File: config.mk
export PLATFORM = sky130hd
export DESIGN_NAME = root_n_seq
export DESIGN_NICKNAME = d
export VERILOG_FILES = /design/src/rtl/root_n_seq.sv
export SDC_FILE = /design/constraint.sdc
export NUM_CORES = 1
export LEC_CHECK = 0
export BUFFER_PORTS_ARGS = -buffer_cell sky130_fd_sc_hd__buf_2
export CAP_MARGIN = 10
export CORE_ASPECT_RATIO = 1.2
export CORE_UTILIZATION = 35
export CTS_CLUSTER_SIZE = 14
export DETAILED_ROUTE_END_ITERATION = 12
export PLACE_DENSITY = 0.52
export SLEW_MARGIN = 20
export SYNTH_ARGS = -nofsm -noshare
export SYNTH_HDL_FRONTEND = slang
export SYNTH_SLANG_ARGS = --single-unit
File: constraint.sdc
create_clock -name clk -period 6.25 [get_ports clk]
set_input_delay 0.3125 -clock clk [delete_from_list [all_inputs] [get_ports clk]]
set_output_delay 0.3125 -clock clk [all_outputs]
set_load 0.05 [all_outputs]
File: src/rtl/root_n_seq.sv
// root_n_seq: sequential integer n-th root, res = floor(arg^(1/n)).
// The result is built one bit at a time, MSB first. For each bit a trial
// candidate is raised to the n-th power with one iterative multiplier.
// The candidate's bit is kept when that power does not exceed the operand.
//
// Ports:
//   clk      in   clock, rising edge
//   rst      in   asynchronous active-high reset
//   arg_vld  in   operand valid
//   arg      in   [w-1:0] unsigned radicand
//   arg_rdy  out  operand accepted when high (IDLE only)
//   res_vld  out  result valid, held until res_rdy
//   res      out  [r-1:0] root; meaningful only while res_vld is high
//   res_rdy  in   downstream accepts result
//
// state | meaning
// ------+-----------------------------------------------------------
// IDLE  | waiting for an operand, arg_rdy high
// TRY   | form the candidate root | (1<<k), seed the product with it
// MUL   | prod *= cand, repeated n-1 times to reach cand^n
// CMP   | keep the candidate bit if cand^n <= arg, step to next bit
// DONE  | present the result until the downstream accepts it
module root_n_seq #(
    parameter int w = 8,
    parameter int n = 5,
    localparam int r = (w + n - 1) / n
) (
    input  logic         clk,
    input  logic         rst,
    input  logic         arg_vld,
    input  logic [w-1:0] arg,
    output logic         arg_rdy,
    output logic         res_vld,
    output logic [r-1:0] res,
    input  logic         res_rdy
);

    localparam int PW = r * n;
    localparam int KW = (r > 1) ? $clog2(r) : 1;
    localparam int CW = $clog2(n + 1);

    typedef enum logic [2:0] {
        S_IDLE,
        S_TRY,
        S_MUL,
        S_CMP,
        S_DONE
    } state_t;

    state_t          state_q, state_d;
    logic [w-1:0]    arg_q,   arg_d;
    logic [r-1:0]    root_q,  root_d;
    logic [r-1:0]    cand_q,  cand_d;
    logic [PW-1:0]   prod_q,  prod_d;
    logic [KW-1:0]   k_q,     k_d;
    logic [CW-1:0]   cnt_q,   cnt_d;

    logic [r-1:0]    trial;
    logic [CW-1:0]   cnt_inc;
    logic [PW-1:0]   mul_tr;

    always_ff @(posedge clk or posedge rst) begin
        if (rst) begin
            state_q <= S_IDLE;
            arg_q   <= '0;
            root_q  <= '0;
            cand_q  <= '0;
            prod_q  <= '0;
            k_q     <= '0;
            cnt_q   <= '0;
        end else begin
            state_q <= state_d;
            arg_q   <= arg_d;
            root_q  <= root_d;
            cand_q  <= cand_d;
            prod_q  <= prod_d;
            k_q     <= k_d;
            cnt_q   <= cnt_d;
        end
    end

    always_comb begin
        state_d = state_q;
        arg_d   = arg_q;
        root_d  = root_q;
        cand_d  = cand_q;
        prod_d  = prod_q;
        k_d     = k_q;
        cnt_d   = cnt_q;

        trial   = root_q | (r'(1) << k_q);
        cnt_inc = cnt_q + 1'b1;
        // cand < 2^r so cand^n fits in r*n bits; truncation never loses bits.
        mul_tr  = prod_q * PW'(cand_q);

        unique case (state_q)
            S_IDLE: begin
                if (arg_vld) begin
                    arg_d   = arg;
                    root_d  = '0;
                    k_d     = KW'(r - 1);
                    state_d = S_TRY;
                end
            end
            S_TRY: begin
                cand_d  = trial;
                prod_d  = PW'(trial);
                cnt_d   = CW'(1);
                state_d = S_MUL;
            end
            S_MUL: begin
                prod_d = mul_tr;
                cnt_d  = cnt_inc;
                if (cnt_inc == CW'(n)) begin
                    state_d = S_CMP;
                end
            end
            S_CMP: begin
                if (prod_q <= PW'(arg_q)) begin
                    root_d = cand_q;
                end
                if (k_q == '0) begin
                    state_d = S_DONE;
                end else begin
                    k_d     = k_q - 1'b1;
                    state_d = S_TRY;
                end
            end
            S_DONE: begin
                if (res_rdy) begin
                    state_d = S_IDLE;
                end
            end
            default: begin
                state_d = S_IDLE;
            end
        endcase
    end

    assign arg_rdy = (state_q == S_IDLE);
    assign res_vld = (state_q == S_DONE);
    assign res     = root_q;

endmodule

# Word-level counts from Yosys, hierarchy flattened
# Cells that the tools add are included.
[totals]
register_bits = 29
latchBits = 0
ram_bits = 0
mem_bits_ro = 0
word_cells = 42
n_memories = 0
[op_classes]
add_sub_neg = 2
n_mul = 1
n_div = 0
magnitude_cmp = 1
n_eq_ne = 9
n_shift = 1
n_mux = 13
n_bitwise = 1
reduce_logical = 7
[op_table]
columns = ["cell", "count"]
rows = [
  ["case mux 10 bit (2 select lines)", 1],
  ["case mux 3 bit (5 select lines)", 1],
  ["two-way mux 3 bit", 4],
  ["<= comparator 10 x 8 -> 1 bit", 1],
  ["multiplier 10 x 2 -> 10 bit", 1],
  ["equality test 3 x 2 -> 1 bit (second input constant)", 2],
  ["equality test 3 bit (second input constant)", 2],
  ["inequality test 2 bit (second input constant)", 3],
  ["case mux 3 bit (2 select lines)", 1],
  ["AND reduction 3 bit", 2],
  ["two-way mux 2 bit", 2],
  ["case mux 2 bit (2 select lines)", 1],
  ["AND reduction 2 bit", 2],
  ["nonzero test 2 bit", 2],
  ["adder 3 x 1 -> 3 bit (second input constant)", 1],
  ["equality test 3 x 1 -> 1 bit (second input constant)", 1],
  ["logical NOT 3 bit", 1],
  ["two-way mux 1 bit", 2],
  ["inequality test 2 x 1 -> 1 bit (second input constant)", 1],
  ["bitwise OR 2 bit", 1],
  ["case mux 1 bit (2 select lines)", 1],
  ["left shift 1 x 1 -> 2 bit (first input constant)", 1],
  ["subtractor 1 bit (second input constant)", 1],
]

# Depth between registers and ports, before layout
[depth]
ltp_word = 4
mapped_depth = 10

# Worst setup path after synthesis
# No wires, ideal clock.
[synth_path]
kind = "register -> register"
start = "register cand_q[0]"
end = "register prod_q[7]"
arrival_time_ns = 2.129
path_slack_ns = 3.999
path_stages_with_launch = 11
n_path_buf = 1
cell_sequence = "dfrtp_1 clkbuf_1 and2_1 ha_1 inv_1 fa_1 nor2b_1 o31a_1 o21ai_0 a21o_1 a32o_1"
[synth_via]
elab_chain_cells = 2
[synth_lines]
columns = ["item", "line_no", "source"]
rows = [
  ["start, declared", "53", "logic [r-1:0] cand_q, cand_d;"],
  ["start signal, assigned", "75", "cand_q <= cand_d;"],
  ["multiplier 10 x 2 -> 10 bit", "94", "mul_tr = prod_q * PW'(cand_q);"],
  ["case mux 10 bit (2 select lines)", "96", "unique case (state_q)"],
  ["end signal, assigned", "76", "prod_q <= prod_d;"],
  ["end, declared", "54", "logic [PW-1:0] prod_q, prod_d;"],
]
# No other way between the ends.
# A chain may end at the register's enable or synchronous reset.

# Worst setup path in the final report
[layout_path]
start = "register cand_q[1]"
end = "register prod_q[7]"
# Same word-level chain as after synthesis.

==> summary.md <==
| Metric | Value |
|---|---|
| Outcome | completed |
| Routed vias/inst | 5.03 |
| Max Cap Viol | 0 |
| Commonest non-fill, non-tap cell in the layout | nand2_1 |
| GR Util All Layers | 0.159 |
| Placed Area | roughly 2100 um2 |
| First-pass GRT wire length | 7300 um |
| Clock-pin slew on the worst setup and hold paths | approximately 0.060 ns |
| Routability cong. | 0.767 |
| Setup CP Type | reg -> reg |
| EDFF count, synth | 0 |
| Num CTS Buffers | 5 |
| Die W | 70.0 um |
| Seq/Total Area, Yosys | 0.374 |
| Vias in the first global route | 1540 |
| Worst Setup SP | cand_q[1] |
| Startpoint Class | flip-flop |
| Most frequent cells in the layout | nand2_1 (30), dfrtp_1 (29), o21ai_0 (28), inv_1 (20), ha_1 (18) |
| Antenna fix cells | 0 |
| CP Capture Type | flip-flop |
| Routed WL | 4160 um |
| Largest net degree at the start of global routing | 30 |
| Crit path DAT | 2.54 ns |
| Slew of the pin with the lowest slew margin | 0.610 ns |
| Final min period | 2.37 ns |
| Total core area | 5300 um2 |
| Clock buffer depth | 2 |
| Synthesis-to-layout area growth | 10.5% |
| Cell total after placement | 292 |
| Post-CTS resize count | 0 |
| Number of port buffers | 15 |
| Number of core rows | 29 |
| Final Hold Viols | 0 |
| Max Fclk | 0.422 GHz |
| Syn. warnings | 0 |
| Mapped Cells | between 200 and 250 |
| Clk_lat worst skew | 0.28 ns |
| Leak pwr | 1.06 nW |
| Ys async rst share | 1.00 |
| Power per cell area | 507 nW/um2 |
| Syn Nets | ~250 |
| CTS tree | built |
| Avg WL per Cell | 13.9 um |
| Residual DRC count | 0 |
| Reg2reg start | cand_q[1] |
| Final setup vio count | 0 |
| H-tree depth | 2 |
| Total grt overflow | 0 |
| Worst vdd ir | 0.117 mV |
| Post-CTS setup buffer count | 0 |
| Antenna-violating nets left | 0 |
| Ys flop type | dfrtp_1 |
| Req. time, crit path | 6.42 ns |
| Critical-path maximum fanout | 11 |
| Post-Syn Area | 1940 um2 |
| Die Y | roughly 84 um |
| 1st-pass router iterations | 4 |
| Placed wire-length estimate | about 3100 um |
| Initial antenna violation count | 0 |
| TritonCTS Sinks | 29 |
| TNS Setup | 0 ns |
| Filler-free cell count of the finished design | 299 |
| DR vias | 1504 |
| Clock root cell | clkbuf_8 |
| Post-synthesis cell type count | 40 |
| Worst rel slew slack | 0.593 |
| Share of cells above drive strength 1 | 0.135 |
| Final slew viol count | 0 |
| Design area | 2140 um2 |
| Final period util | 0.379 |
| Syn avg cell area | 8.74 um2 |
| Filler instances | 538 |
| Worst Hold Class | in -> async |
| Die area | between 5000 and 6000 um2 |
| Flops & latches, synth | 29 |
| RSZ-0062 raised after global routing | no |
| Ports | 16 |
| Final net count | 268 |
| Total power | 1.09 mW |
| Util after Layout | 0.405 |
| Clock skew | ~0.0033 ns |
| Initial DRC count | 56 |
| Cts hold-fix bufs | 0 |
| Initial cell density of the core | 0.366 |
==> cell type report <==
cell class | count | area, um2 | area share
Clock buffer | 7 | 86.3 | 0.0403
Inverter | 20 | 75.1 | 0.0350
Multi-Input combinational cell | 165 | 1100 | 0.512
Sequential cell | 29 | 726 | 0.338
Tap cell | 62 | 77.6 | 0.0362
Timing Repair Buffer | 16 | 82.6 | 0.0385
==> worst paths after layout <==
| kind | end | slack, ns | depth (start not counted) |
|---|---|---|---|
| max | prod_q[7] | 3.88 | 9 |
| min | arg_q[0] | 0.10 | 3 |
| max reg2reg | prod_q[7] | 3.88 | 9 |
| min reg2reg | cnt_q[2] | 0.52 | 1 |
| max in group asynchronous | prod_q[4] | 5.87 | 3 |
| min in group clk | state_q[2] | 0.23 | 2 |
==> stage by stage <==
| step | hold WS [ns] | setup WS [ns] |
|---|---|---|
| 2_1_floorplan | 0.391 | 4.00 |
| 3_3_place_gp | 0.411 | 3.92 |
| 3_5_place_dp | 0.417 | 3.90 |
| 4_1_cts | 0.113 | 3.89 |
| 5_1_grt | 0.163 | 3.68 |
| 6_report | 0.102 | 3.88 |
==> routing by layer <==
metal	up-vias	part of all wire	track usage
met5	-	0	0
li1	786	-	-
met4	0	0.016	0.0673
met1	694	0.47	0.200
met3	6	0.028	0.0326
met2	18	0.49	0.263
==> flip-flops by register name, indices dropped and copies added (netlist names) <==
signal / count
k_q: 1
cand_q: 2
state_q: 3
cnt_q: 3
prod_q: 10
res: 2
arg_q: 8
==> synthesized netlist by cell type (3+ instances only) <==
cell	number	area, um2
nor2b_1	4	25.0
nor3_1	5	25.0
a21oi_1	5	25.0
dfrtp_1	29	726
ha_1	18	225
a211oi_1	3	22.5
inv_1	20	75.1
buf_2	4	20.0
xor2_1	4	35.0
nor2_1	10	37.5
a31oi_1	3	18.8
o21ai_0	28	140
mux2_2	3	33.8
and2_1	16	100
clkbuf_1	3	11.3
a21o_1	4	30.0
o21bai_1	3	22.5
o21a_1	3	22.5
nand2_1	30	113
==> logic make-up (layout without fill, tap and decap cells) <==
group | after synthesis | count (layout) | share of synthesized area
AOI/OAI and AO/OA | 57 | 57 | 0.182
DFF | 29 | 29 | 0.374
adders and majority gates | 19 | 19 | 0.126
buffers and inverters | 28 | 43 | 0.0606
and+or+nand+nor | 80 | 80 | 0.211
xor gates and xnor gates | 5 | 5 | 0.0226
muxes | 4 | 4 | 0.0226
==> worst max-delay path, cell delays in order, from the launching register on <==
cell and delay (ns):
dfrtp_1 0.52, and2_1 0.18, ha_1 0.19, inv_1 0.07, fa_1 0.37, nor2b_1 0.18
o31a_1 0.20, o21ai_0 0.12, a21o_1 0.19, a32o_1 0.24
==> report_power, final <==
| part | switching, mW | internal, mW | leakage [nW] |
|---|---|---|---|
| logic | 0.327 | 0.232 | 0.655 |
| registers | 0.0975 | 0.272 | 0.362 |
| clock network | 0.0717 | 0.0873 | 0.0443 |
| total | 0.496 | 0.591 | 1.06 |
Note: power is estimated with default switching activity, not from simulation.
